## src/rtl/pixel_collect3.sv

```systemverilog
// Collects one result from each of three engines, then streams the batch in
// engine order with start/end-of-frame markers and a batch-advance pulse.
module pixel_collect3 #(
   parameter int PIXEL_DATA_WIDTH = 32,
   parameter int SCREEN_WIDTH     = 640,
   parameter int SCREEN_HEIGHT    = 480,
   parameter int NUM_ENGINES      = 3
) (
   input  logic                        clk,
   input  logic                        reset_n,
   input  logic [NUM_ENGINES-1:0]      in_valid,
   input  logic [PIXEL_DATA_WIDTH-1:0] in_data0,
   input  logic [PIXEL_DATA_WIDTH-1:0] in_data1,
   input  logic [PIXEL_DATA_WIDTH-1:0] in_data2,
   output logic [NUM_ENGINES-1:0]      in_ready,
   output logic                        fin_flag,
   output logic                        out_valid,
   input  logic                        out_ready,
   output logic [PIXEL_DATA_WIDTH-1:0] out_data,
   output logic                        out_sop,
   output logic                        out_eop
);

   localparam int FRAME_PIXELS = SCREEN_WIDTH * SCREEN_HEIGHT;
   localparam int PIX_W        = (FRAME_PIXELS > 1) ? $clog2(FRAME_PIXELS) : 1;
   localparam logic [PIX_W-1:0] LAST_PIX = PIX_W'(FRAME_PIXELS - 1);

   typedef enum logic {
      COLLECT = 1'b0,
      EMIT    = 1'b1
   } state_t;

   state_t                      state;
   logic [2:0]                  captured;
   logic [2:0]                  accepted;
   logic                        batch_done;
   logic [1:0]                  idx;
   logic [PIX_W-1:0]            pix_count;
   logic [PIX_W-1:0]            pix_next;
   logic [PIXEL_DATA_WIDTH-1:0] buf0;
   logic [PIXEL_DATA_WIDTH-1:0] buf1;
   logic [PIXEL_DATA_WIDTH-1:0] buf2;
   logic [PIXEL_DATA_WIDTH-1:0] first_data;
   logic [PIXEL_DATA_WIDTH-1:0] next_data;

   // Ready is gated by reset_n so engines never see a handshake during reset.
   assign in_ready   = {3{reset_n & (state == COLLECT)}} & ~captured;
   assign accepted   = in_valid & in_ready;
   assign batch_done = (state == COLLECT) && ((captured | accepted) == 3'b111);
   assign pix_next   = (pix_count == LAST_PIX) ? '0 : pix_count + 1'b1;

   // Engine 0 may be captured on the same edge that completes the batch.
   assign first_data = accepted[0] ? in_data0 : buf0;

   // NOTE: always_comb with a default first keeps this mux free of latches.
   always_comb begin
      next_data = buf2;
      if (idx == 2'd0) next_data = buf1;
   end

   // NOTE: result buffers carry no reset; captured[] alone decides validity.
   always_ff @(posedge clk) begin
      if (accepted[0]) buf0 <= in_data0;
      if (accepted[1]) buf1 <= in_data1;
      if (accepted[2]) buf2 <= in_data2;
   end

   // NOTE: sequential state uses non-blocking assignments only.
   always_ff @(posedge clk or negedge reset_n) begin
      if (!reset_n) begin
         state     <= COLLECT;
         captured  <= '0;
         idx       <= '0;
         pix_count <= '0;
         fin_flag  <= 1'b0;
         out_valid <= 1'b0;
         out_data  <= '0;
         out_sop   <= 1'b0;
         out_eop   <= 1'b0;
      end else begin
         fin_flag <= 1'b0;
         case (state)
            COLLECT: begin
               captured <= captured | accepted;
               if (batch_done) begin
                  state     <= EMIT;
                  captured  <= '0;
                  idx       <= '0;
                  fin_flag  <= 1'b1;
                  out_valid <= 1'b1;
                  out_data  <= first_data;
                  out_sop   <= (pix_count == '0);
                  out_eop   <= (pix_count == LAST_PIX);
               end
            end
            EMIT: begin
               if (out_ready) begin
                  pix_count <= pix_next;
                  if (idx == 2'd2) begin
                     state     <= COLLECT;
                     idx       <= '0;
                     out_valid <= 1'b0;
                     out_data  <= '0;
                     out_sop   <= 1'b0;
                     out_eop   <= 1'b0;
                  end else begin
                     idx      <= idx + 2'd1;
                     out_data <= next_data;
                     out_sop  <= (pix_next == '0);
                     out_eop  <= (pix_next == LAST_PIX);
                  end
               end
            end
            default: state <= COLLECT;
         endcase
      end
   end

endmodule
```

## config.mk

```make
export PLATFORM = sky130hd
export DESIGN_NAME = pixel_collect3
export DESIGN_NICKNAME = d
export VERILOG_FILES = /design/src/rtl/pixel_collect3.sv
export SDC_FILE = /design/constraint.sdc
export NUM_CORES = 1
export LEC_CHECK = 0
export ABC_AREA = 0
export CORE_UTILIZATION = 50
export DETAILED_ROUTE_END_ITERATION = 10
export PLACE_DENSITY = 0.8
export SYNTH_ARGS = -nofsm -noshare
export SYNTH_HDL_FRONTEND = slang
export SYNTH_SLANG_ARGS = --single-unit
```

## constraint.sdc

```tcl
create_clock -name clk -period 2.48 [get_ports clk]
set_clock_uncertainty 0.15 [all_clocks]
set_input_delay 0.248 -clock clk [delete_from_list [all_inputs] [get_ports clk]]
set_output_delay 0.248 -clock clk [all_outputs]
set_load 0.01 [all_outputs]
```

=== Word level (Yosys, flattened, before mapping) ===
Cells that the tools add are included.

* Bits in registers: 157
* Input port bits: 102
* Output and inout bits: 39
* Logic and storage cells: 63

* Add/sub/neg operators: 2
* Eq/ne operators: 7
* Multiplexer cells: 29
* Bitwise logic cells: 6
* Reduce and logical (&&, ||, !) cells: 7

{| class="wikitable"
|+ Operators with widths
! cell !! count
|-
| two-way mux 32 bit || 5
|-
| case mux 32 bit (2 select lines) || 1
|-
| equality test 19 bit (second input constant) || 2
|-
| zero test 19 bit || 2
|-
| adder 19 x 1 -> 19 bit (second input constant) || 1
|-
| two-way mux 19 bit || 1
|-
| two-way mux 1 bit || 13
|-
| case mux 1 bit (2 select lines) || 4
|-
| bitwise AND 3 bit || 2
|-
| two-way mux 2 bit || 3
|-
| != test 2 bit (second input constant) || 2
|-
| case mux 2 bit (2 select lines) || 1
|-
| AND reduction 2 bit || 2
|-
| equality test 3 bit (second input constant) || 1
|-
| two-way mux 3 bit || 1
|-
| inverter 3 bit || 1
|-
| bitwise OR 3 bit || 1
|-
| AND reduction 3 bit || 1
|-
| adder 2 x 1 -> 2 bit (second input constant) || 1
|-
| equality test 2 bit (second input constant) || 1
|-
| zero test 2 bit || 1
|-
| != test 2 x 1 -> 1 bit (second input constant) || 1
|-
| bitwise AND 1 bit || 1
|-
| logical AND 1 bit || 1
|-
| inverter 1 bit || 1
|}

=== Logic depth before layout (Yosys ltp) ===
Gate-level depths: netlist of the first run.

* Depth in word-level cells: 9
* Gate-level depth with buffers: 11
* Depth with buffers taken out: 8

=== Least setup slack after synthesis of the first run ===
OpenSTA, ideal clock, no wires.

* Path type: register to register
* Start point: register state
* End point: register buf1[0] (enable)
* Setup time: 0.392 ns
* Arrival time: 1.698 ns
* Required time: 1.938 ns
* Setup slack: 0.240 ns
* Cell stages (with the launch flop): 5
* Path buffers: 1
* Period minus slack after synthesis: 2.240 ns
* Cell sequence: dfrtp_1 -> buf_2 -> nand2b_1 -> nor2_1 -> and2_1

* Longest elaborated chain between the ends: 4

{| class="wikitable"
|+ RTL lines
! item !! RTL line !! source
|-
| from (decl) || 33 || <nowiki>state_t state;</nowiki>
|-
| from (signal assigned) || 71 || <nowiki>state <= COLLECT;</nowiki>
|-
| from (signal assigned) || 86 || <nowiki>state <= EMIT;</nowiki>
|-
| from (signal assigned) || 100 || <nowiki>state <= COLLECT;</nowiki>
|-
| inverter 1 bit || -- ||
|-
| bitwise AND 1 bit || 47 || <nowiki>assign in_ready = {3{reset_n & (state == COLLECT)}} & ~captured;</nowiki>
|-
| bitwise AND 3 bit || 47 ||
|-
| net in_ready[1] || 15 || <nowiki>output logic [NUM_ENGINES-1:0] in_ready,</nowiki>
|-
| bitwise AND 3 bit || 48 || <nowiki>assign accepted = in_valid & in_ready;</nowiki>
|-
| net accepted[1] || 35 || <nowiki>logic [2:0] accepted;</nowiki>
|-
| to (signal assigned) || 64 || <nowiki>if (accepted[1]) buf1 <= in_data1;</nowiki>
|-
| to (decl) || 41 || <nowiki>logic [PIXEL_DATA_WIDTH-1:0] buf1;</nowiki>
|}

The timed path passes the listed nets, and every way through them passes these cells.
A chain may end at the register's enable or synchronous reset.

=== Worst setup path in the final report of the first run ===
* Start point: register pix_count[16]
* End point: register pix_count[7]

* Longest elaborated chain between the ends: 2

{| class="wikitable"
|+ RTL lines
! item !! RTL line !! source
|-
| from (decl) || 38 || <nowiki>logic [PIX_W-1:0] pix_count;</nowiki>
|-
| from (signal assigned) || 98 || <nowiki>pix_count <= pix_next;</nowiki>
|-
| equality test 19 bit || 50 || <nowiki>assign pix_next = (pix_count == LAST_PIX) ? '0 : pix_count + 1'b1;</nowiki>
|-
| two-way mux 19 bit || 50 ||
|}

No other way between the ends.

==> impl_metrics.env, run 1 <==
export IMPL_status="finished clean"
export IMPL_numCtsBuffers=17
export IMPL_vdd_drop_max_uv=647
export IMPL_slew_headroom_pct=50.2
export IMPL_htree_levels=4
export IMPL_dr_pass1_iters=5
export IMPL_io_pins=141
export IMPL_syn_num_nets=677
export IMPL_clock_path_buffers=2
export IMPL_ys_seq_area_share_pct=62.7
export IMPL_reg2reg_depth=7
export IMPL_synth_distinct_cells=50
export IMPL_power_density_mw_per_mm2=1110
export IMPL_yosysTopAreaCell="edfxtp_1"
export IMPL_ant_nets=0
export IMPL_reg2reg_setup_slack_ns=0.1
export IMPL_synth_edff_count=64
export IMPL_port_buffers=140
export IMPL_gr_total_overflow=0
export IMPL_place_congestion=0.897
export IMPL_met3_usage_pct=5.86
export IMPL_fmax_mhz=420
export IMPL_r2r_start="pix_count[16]$_DFFE_PN0P_"
export IMPL_drtIter0Drc=338
export IMPL_rsz0062_at_grt="false"
export IMPL_synth_flop_cell="edfxtp_1"
export IMPL_cts_sink_count=157
export IMPL_synthTopCellsByArea="edfxtp_1, dfrtp_1, dfxtp_1"
export IMPL_grtUsageMet2_pct=41.8
export IMPL_finalSetupTns_ns=0
export IMPL_syn_inst=573
export IMPL_top_usage_layer="met2"
export IMPL_grt_pass1_vias=4997
export IMPL_async_reset_ff_share_pct=38.9
export IMPL_cts_tree="built"
export IMPL_netlist_area_leader_share_pct=29.4
export IMPL_min_period_ns=2.38
export IMPL_final_layout_size_suffix_gt1_share_pct=15.2
export IMPL_num_vias=5025
export IMPL_clock_latency_ns=0.42
export IMPL_endpoint="pix_count[7]$_DFFE_PN0P_"
export IMPL_worstHoldPathType="primary input to asynchronous set/reset pin"
export IMPL_fin_nets=826
export IMPL_cts_setup_buffers=0
export IMPL_num_antenna_cells=0
export IMPL_avgRoutedWirePerCell_um=17.7
export IMPL_maxCapViolations=0
export IMPL_p_leak_nw=3.49
export IMPL_grt_antenna_before_repair=0
export IMPL_rows=41
export IMPL_worstMarginPinSlew_ns=0.747
export IMPL_fp_coreArea_mm2=0.0127
export IMPL_fp_dieH_um=116
export IMPL_setup_viol=0
export IMPL_path_max_fanout=6
export IMPL_maxSlewViolCount=0
export IMPL_dpl_hpwl_um=10900
export IMPL_yosys_register_bits=157
export IMPL_synth_most_common_cell="nand2_1"
export IMPL_cp_end_kind="flop"
export IMPL_syn_area_mm2=0.00653
export IMPL_cts_root_buf="clkbuf_16"
export IMPL_start_util_pct=51.5
export IMPL_synthesis_area_per_instance_um2=11.4
export IMPL_finalCritPeriodShare_pct=96.0
export IMPL_grt_max_degree=59
export IMPL_startpoint="pix_count[16]$_DFFE_PN0P_"
export IMPL_reg2reg_to="pix_count[7]$_DFFE_PN0P_"
export IMPL_worstSetupPathType="flop to flop"
export IMPL_die_x_um=116
export IMPL_use_met1_pct=30.3
export IMPL_start_kind="flop"
export IMPL_die_area_mm2=0.0135
export IMPL_synthTopCellsByCount="nand2_1, o21ai_0, edfxtp_1"
export IMPL_drc=0
export IMPL_hold_violations=0
export IMPL_grt_pass1_wl_um=25000
export IMPL_via_per_inst=5.54
export IMPL_post_route_util_pct=70.2
export IMPL_nFillCells=899
export IMPL_arrival_ns=2.52
export IMPL_area_delta_synth_final_pct=36.3
export IMPL_clkSlewWorstSetupHoldPaths_ns=0.06
export IMPL_worstPathRequired_ns=2.62
export IMPL_grt_usage_pct=25.0
export IMPL_yosys_warnings=0
export IMPL_routed_wl_um=16000
[worst min-delay path by stage]
stage	startpoint	to	slack (ns)	cells after the start
finish	reset_n	captured[2]$_DFFE_PN0N_	0.1	2
global route	reset_n	fin_flag$_DFF_PN0_	0.11	2
CTS	reset_n	captured[1]$_DFFE_PN0N_	0.07	2
detailed placement	reset_n	captured[1]$_DFFE_PN0N_	-0.04	1
global placement	reset_n	fin_flag$_DFF_PN0_	-0.04	1
floorplan	reset_n	captured[0]$_DFFE_PN0N_	-0.20	0
[cells by family after synthesis]
family	Yosys count	synth area share [%]
AO/OA/AOI/OAI	140	12.7
XOR/XNOR	16	2.15
flip-flops	157	62.7
AND/OR/NAND/NOR	176	13.2
multiplexers	34	5.85
buffers and inverters	48	3.07
adder cells (fa/ha/maj)	2	0.383
[worst max-delay path, stage by stage (launching register included)]
cell	delay, ns
dfrtp_1	0.41
nor4_1	0.52
nand4_1	0.34
nor3_4	0.35
buf_4	0.19
a21oi_1	0.04
o21ai_0	0.16
o31ai_1	0.10
[state kept, by name, summed over array words and instances (netlist names)]
name       flops
out_sop        1
buf0          32
captured       3
fin_flag       1
state          1
out_data      32
buf1          32
out_eop        1
buf2          32
pix_count     19
idx            2
out_valid      1
[metrics by stage]
stage / total power, mW / setup slack (ns) / cells / cell area (µm²) / hold slack, ns
2_1_floorplan: 5.66 / 0.240 / 573 / 6530 / -0.198
3_3_place_gp: 6.97 / 0.110 / 874 / 8240 / -0.0400
3_5_place_dp: 7.11 / 0.0669 / 874 / 8240 / -0.0384
4_1_cts: 9.93 / 0.0803 / 907 / 8880 / 0.0664
5_1_grt: 10.4 / 0.00173 / 907 / 8900 / 0.109
6_report: 9.89 / 0.0989 / 907 / 8900 / 0.0953
[metal layers]
metal  wire length (µm)  part of all wire (%)
met5                  0                     0
met3                925                   5.8
met1               6520                    41
met4                495                   3.1
met2               8080                    50
[repair_timing]
item,4_1_cts,5_1_grt
hold endpoints to repair,3,0
resized for setup,0,3
setup endpoints to repair,0,14
hold buffers,1,0
[layout by cell type (no fill, tap or decap), types with 3 or more instances in the layout]
cell type	netlist	layout
clkdlybuf4s50_1	0	139
nand2_1	88	88
o21ai_0	79	79
edfxtp_1	64	64
dfrtp_1	61	60
mux2_2	33	33
a22oi_1	32	32
dfxtp_1	32	32
buf_4	1	29
nor2_1	23	21
clkbuf_16	0	17
a21oi_1	10	10
nand4_1	10	10
xnor2_1	10	10
nand3_1	10	10
nor3_1	9	9
nor4_1	8	8
xor2_1	6	6
inv_1	5	5
nor2b_1	5	5
o31ai_1	5	5
bufinv_16	0	4
nand2b_1	3	3
and2_2	1	3
and4_1	3	3
clkinv_2	0	3
inv_6	0	3
[where the power goes]
part | internal (mW) | leakage, nW | switching [mW] | total (mW)
logic | 1.53 | 1.56 | 1.75 | 3.28
clock network | 1.72 | 0.304 | 1.05 | 2.76
registers | 3.44 | 1.63 | 0.403 | 3.85
total | 6.69 | 3.49 | 3.20 | 9.89
[layout make-up]
cell class,instances,area (µm²),share of cell area [%]
Tap cell,172,215,2.42
Clock buffer,19,443,4.98
Multi-Input combinational cell,368,2280,25.6
Clock inverter,13,185,2.08
Inverter,6,22.5,0.253
Sequential cell,157,4090,46.0
Timing Repair Buffer,172,1660,18.7
Note: power is estimated with default switching activity, not from simulation.
==> run 2: changes to the inputs <==
CAP_MARGIN = 20   (was unset)
CORE_MARGIN = 3   (was unset)
==> run 2 against run 1 <==
Effect of this change: non-clock buffer count is 3 higher; sequential share of layout area is 0.18 points higher; maximum frequency is 3.5% higher; power is 2.5% lower; clock-buffer cell count is 1 lower; utilization is 0.27 points lower; setup slack better by 0.081 ns; register-to-register slack better by 0.19 ns; critical path depth is 2 lower; worst hold slack better by 0.016 ns; critical path type is now primary input to output port; first-iteration DRC count is 29% higher; die area is 7.0% higher.
==> impl_metrics.env, run 2 (synthesis gave the netlist of run 1 again) <==
export IMPL_status="finished clean"
export IMPL_fmax_mhz=435
export IMPL_cts_root_buf="clkbuf_16"
export IMPL_critPathBufInv=3
export IMPL_cp_end_kind="output port"
export IMPL_hold_violations=0
export IMPL_die_x_um=120
export IMPL_num_antenna_cells=0
export IMPL_grt_usage_pct=23.5
export IMPL_die_area_mm2=0.0145
export IMPL_maxSlewViolCount=0
export IMPL_ant_nets=0
export IMPL_port_buffers=140
export IMPL_top_layer_used="met4"
export IMPL_vdd_drop_max_uv=521
export IMPL_drc=0
export IMPL_dr_pass1_iters=5
export IMPL_via_per_inst=5.53
export IMPL_finalCritPeriodShare_pct=92.8
export IMPL_cts_hold_buffers=1
export IMPL_post_route_util_pct=70.0
export IMPL_stdcell_count=910
export IMPL_rows=41
export IMPL_grt_pass1_vias=5135
export IMPL_rsz0062_at_grt="false"
export IMPL_cts_sink_count=157
export IMPL_fp_dieH_um=120
export IMPL_clock_latency_ns=0.42
export IMPL_fin_nets=829
export IMPL_routed_wl_um=16500
export IMPL_mostFrequentLayoutCells="clkdlybuf4s50_1, nand2_1, o21ai_0"
export IMPL_drtIter0Drc=437
export IMPL_start_kind="primary input"
export IMPL_num_vias=5034
export IMPL_path_cells="dlygate4sd3_1 > buf_2 > nand2b_1 > nor2_1 > clkdlybuf4s50_1"
export IMPL_cts_resized=0
export IMPL_worstPathRequired_ns=2.08
export IMPL_cp_slowest_cell="clkdlybuf4s50_1"
export IMPL_min_period_ns=2.30
export IMPL_arrival_ns=1.90
export IMPL_gr_total_overflow=0
export IMPL_dr_wl_met2_um=8480
export IMPL_finalSetupTns_ns=0
export IMPL_grt_pass1_wl_um=26400
export IMPL_dp_cells=877
export IMPL_area_delta_synth_final_pct=35.8
export IMPL_worstMarginPinSlew_ns=0.631
export IMPL_maxCapViolations=0
export IMPL_grt_max_degree=67
export IMPL_worstHoldPathType="primary input to asynchronous set/reset pin"
export IMPL_fp_coreArea_mm2=0.0127
export IMPL_clock_path_buffers=2
export IMPL_slowest_delay_ns=0.56
export IMPL_worstSetupPathType="primary input to output port"
export IMPL_grt_antenna_before_repair=0
export IMPL_wl_met3_um=965
export IMPL_cts_tree="built"
export IMPL_place_congestion=0.902
export IMPL_p_leak_nw=3.46
export IMPL_clkSlewWorstSetupHoldPaths_ns=0.06
export IMPL_holdWs_ns=0.111
export IMPL_cts_setup_buffers=0
export IMPL_avgRoutedWirePerCell_um=18.1
export IMPL_slew_headroom_pct=57.9
export IMPL_dpl_hpwl_um=11500
export IMPL_setup_viol=0
export IMPL_power_density_mw_per_mm2=1090
export IMPL_fin_ws_ns=0.180
export IMPL_path_max_fanout=12
export IMPL_final_layout_size_suffix_gt1_share_pct=15.2
export IMPL_final_common_cell="clkdlybuf4s50_1"
export IMPL_io_pins=141
export IMPL_post_place_ws_ns=0.257
export IMPL_numCtsBuffers=17
export IMPL_crit_family="buffers and inverters"
export IMPL_htree_levels=4
export IMPL_start_util_pct=51.5
export IMPL_wl_met1_um=6570
run 2: metal layers:
| metal | track usage, % | vias up |
|---|---|---|
| met1 | 29.2 | 2398 |
| met4 | 8.64 | 0 |
| met5 | 0 | - |
| met2 | 40.3 | 209 |
| met3 | 5.75 | 37 |
| li1 | - | 2390 |
run 2: path summary, 6_finish.rpt:
check                                          from                 endpoint  slack (ns)  depth (start not counted)
min reg2reg                        buf0[17]$_DFF_P_         buf0[17]$_DFF_P_        0.32                          1
max in group asynchronous                   reset_n          state$_DFF_PN0_        1.15                          3
max                                         reset_n              in_ready[2]        0.18                          5
min                                         reset_n  out_data[3]$_DFFE_PN0P_        0.11                          2
max reg2reg                pix_count[8]$_DFFE_PN0P_      out_sop$_DFFE_PN0P_        0.29                          8
min in group clk                        in_data2[2]        buf2[2]$_DFFE_PP_        0.23                          1
run 2: area by class of cell:
type,count,area (µm²)
sequential,157,4090
fill,926,3810
multi-input combinational,368,2250
timing repair buffer,175,1700
clock buffer,18,439
tap,172,215
clock inverter,14,143
inverter,6,22.5
run 2: through the flow:
stage               total power [mW]  instance area [µm²]
finish                          9.64                 8860
floorplan                       5.66                 6530
global placement                6.99                 8270
detailed placement              7.14                 8270
global route                    10.2                 8860
CTS                             9.71                 8860
run 2: worst register-to-register path, cell delays in order (launching register included):
cell and delay, ns:
dfrtp_1 0.51, nand4_4 0.19, nor4_1 0.31, buf_4 0.17, xor2_1 0.05, nor4_1 0.25, buf_4 0.17, a41oi_1 0.11
o21ai_0 0.19
run 2: where the power goes:
part	switching, mW	internal [mW]
clock	1.02	1.51
sequential	0.344	3.44
combinational	1.77	1.56
==> run 3: changes to the inputs <==
CORE_UTILIZATION = 40   (was 50)
CTS_BUF_LIST = sky130_fd_sc_hd__clkbuf_8   (was unset)
PLACE_DENSITY = 0.66   (was 0.8)
clock period = 2.75 ns   (was 2.48 ns; I/O delays follow)
==> run 3 against run 2 <==
Effect of this change: sequential share of layout area increased by 1.3 points; clock-buffer cell count rose by 1; critical path depth fell by 1; worst hold slack gained 0.043 ns; wire length fell by 2.8%; power fell by 17%; largest cell class unchanged.
==> impl_metrics.env, run 3 (synthesis gave the netlist of run 1 again) <==
export IMPL_status="finished clean"
export IMPL_num_antenna_cells=0
export IMPL_p_leak_nw=3.30
export IMPL_crit_family="buffers and inverters"
export IMPL_switching_share_pct=34.1
export IMPL_path_max_fanout=29
export IMPL_critPathBufInv=2
export IMPL_intPower_mw=5.30
export IMPL_gr_total_overflow=0
export IMPL_cts_sink_count=157
export IMPL_maxSlewViolCount=0
export IMPL_rows=46
export IMPL_final_common_cell="clkdlybuf4s50_1"
export IMPL_fin_nets=815
export IMPL_grt_pass1_vias=4829
export IMPL_pwr_share_seq_pct=43.2
export IMPL_nFillCells=1398
export IMPL_slowest_delay_ns=0.55
export IMPL_finalCritPeriodShare_pct=90.7
export IMPL_drtIter0Drc=227
export IMPL_grt_usage_pct=18.2
export IMPL_hold_violations=0
export IMPL_setup_viol=0
export IMPL_multiInputGateArea_mm2=0.00226
export IMPL_postPlaceCellArea_mm2=0.00822
export IMPL_power_density_mw_per_mm2=932
export IMPL_cts_setup_buffers=0
export IMPL_worstMarginPinSlew_ns=0.601
export IMPL_power_share_clock_pct=21.4
export IMPL_htree_levels=4
export IMPL_dr_pass1_iters=4
export IMPL_fp_coreArea_mm2=0.0159
export IMPL_final_layout_size_suffix_gt1_share_pct=14.0
export IMPL_port_buffers=140
export IMPL_worstSetupPathType="flop to output port"
export IMPL_numCtsBuffers=17
export IMPL_dp_cells=907
export IMPL_rsz0062_at_grt="false"
export IMPL_clkSlewWorstSetupHoldPaths_ns=0.08
export IMPL_cp_slowest_cell="clkdlybuf4s50_1"
export IMPL_cts_resized=0
export IMPL_start_kind="flop"
export IMPL_cts_tree="built"
export IMPL_routed_wl_um=16000
export IMPL_min_period_ns=2.49
export IMPL_die_x_um=134
export IMPL_dpl_hpwl_um=11400
export IMPL_drc=0
export IMPL_cts_root_buf="clkbuf_8"
export IMPL_die_area_mm2=0.0179
export IMPL_combPwrFrac_pct=35.4
export IMPL_stdcell_count=940
export IMPL_via_per_inst=5.04
export IMPL_clock_path_buffers=2
export IMPL_finalSetupTns_ns=0
export IMPL_switching_power_mw=2.74
export IMPL_maxCapViolations=0
export IMPL_fmax_mhz=401
export IMPL_clock_latency_ns=0.44
export IMPL_holdWs_ns=0.154
export IMPL_postLayoutCellArea_mm2=0.00863
export IMPL_num_vias=4734
export IMPL_arrival_ns=2.07
export IMPL_grt_max_degree=40
export IMPL_slew_headroom_pct=59.6
export IMPL_mostFrequentLayoutCells="clkdlybuf4s50_1, nand2_1, o21ai_0"
export IMPL_fp_dieH_um=134
export IMPL_worstPathRequired_ns=2.33
export IMPL_worstHoldPathType="primary input to asynchronous set/reset pin"
export IMPL_path_cells="buf_4 > nand2b_1 > nor2_1 > clkdlybuf4s50_1"
export IMPL_vdd_drop_max_uv=434
export IMPL_place_congestion=0.900
export IMPL_avgRoutedWirePerCell_um=17.0
export IMPL_seq_area_mm2=0.00409
export IMPL_grt_antenna_before_repair=0
export IMPL_io_pins=141
export IMPL_cp_end_kind="output port"
export IMPL_start_util_pct=40.9
export IMPL_area_delta_synth_final_pct=32.2
export IMPL_ant_nets=0
export IMPL_grt_pass1_wl_um=25500
[run 3: changes by cell type in the layout (fill, tap and decap cells not counted), moves of 2 or more]
cell        delta
clkinvlp_4     -2
clkbuf_16     -17
clkinv_2       +2
buf_4         -12
clkbuf_8      +18
clkinv_1       -2
[run 3: final cells by class]
class / count / share of cell area (%)
clock inverters: 13 / 1.58
multi-input cells: 368 / 26.2
inverters: 6 / 0.261
repair buffers: 161 / 18.4
well taps: 216 / 3.13
clock buffers: 19 / 3.03
flip-flops and latches: 157 / 47.4
[run 3: final timing paths]
kind / endpoint / startpoint / cells past startpoint / slack, ns
max: in_ready[1] / state$_DFF_PN0_ / 4 / 0.26
min: pix_count[18]$_DFFE_PN0P_ / reset_n / 2 / 0.15
max reg2reg: pix_count[7]$_DFFE_PN0P_ / pix_count[14]$_DFFE_PN0P_ / 7 / 0.36
min reg2reg: buf0[3]$_DFF_P_ / buf0[3]$_DFF_P_ / 1 / 0.32
max in group asynchronous: idx[0]$_DFFE_PN0P_ / reset_n / 3 / 1.44
min in group clk: buf2[23]$_DFFE_PP_ / in_data2[23] / 1 / 0.23
[run 3: worst reg2reg max path, stage by stage, from the launching register on]
cell and delay (ns):
dfrtp_1 0.48, nor4_1 0.50, nand4_1 0.30, nor3_2 0.33, buf_4 0.21, a21oi_1 0.04, o21ai_0 0.17, o31ai_1 0.09
[run 3: repair_timing]
action                     in CTS  in global routing
setup endpoints to repair       0                  0
hold endpoints to repair       25                  0
hold buffers                    1                  0
[run 3: stage by stage]
stage	utilization, %	total power, mW	setup WS (ns)
2_1_floorplan	-	5.11	0.510
3_3_place_gp	51.5	6.30	0.406
3_5_place_dp	51.5	6.40	0.348
4_1_cts	54.1	8.14	0.219
5_1_grt	54.1	8.59	0.118
6_report	54.1	8.04	0.257
[run 3: power by group through the flow]
stage | registers, mW | logic (mW) | clock network [mW]
after floorplan | 3.47 | 1.64 | 0
after CTS | 3.48 | 2.88 | 1.77
after global placement | 3.51 | 2.79 | 0
after detailed placement | 3.53 | 2.87 | 0
after global routing | 3.55 | 3.16 | 1.88
final | 3.47 | 2.84 | 1.72
[run 3: layer usage]
| metal | track usage [%] | wire length (µm) |
|---|---|---|
| met5 | 0 | 0 |
| met3 | 3.93 | 703 |
| met1 | 23.8 | 7260 |
| met4 | 5.49 | 187 |
| met2 | 30.4 | 7860 |
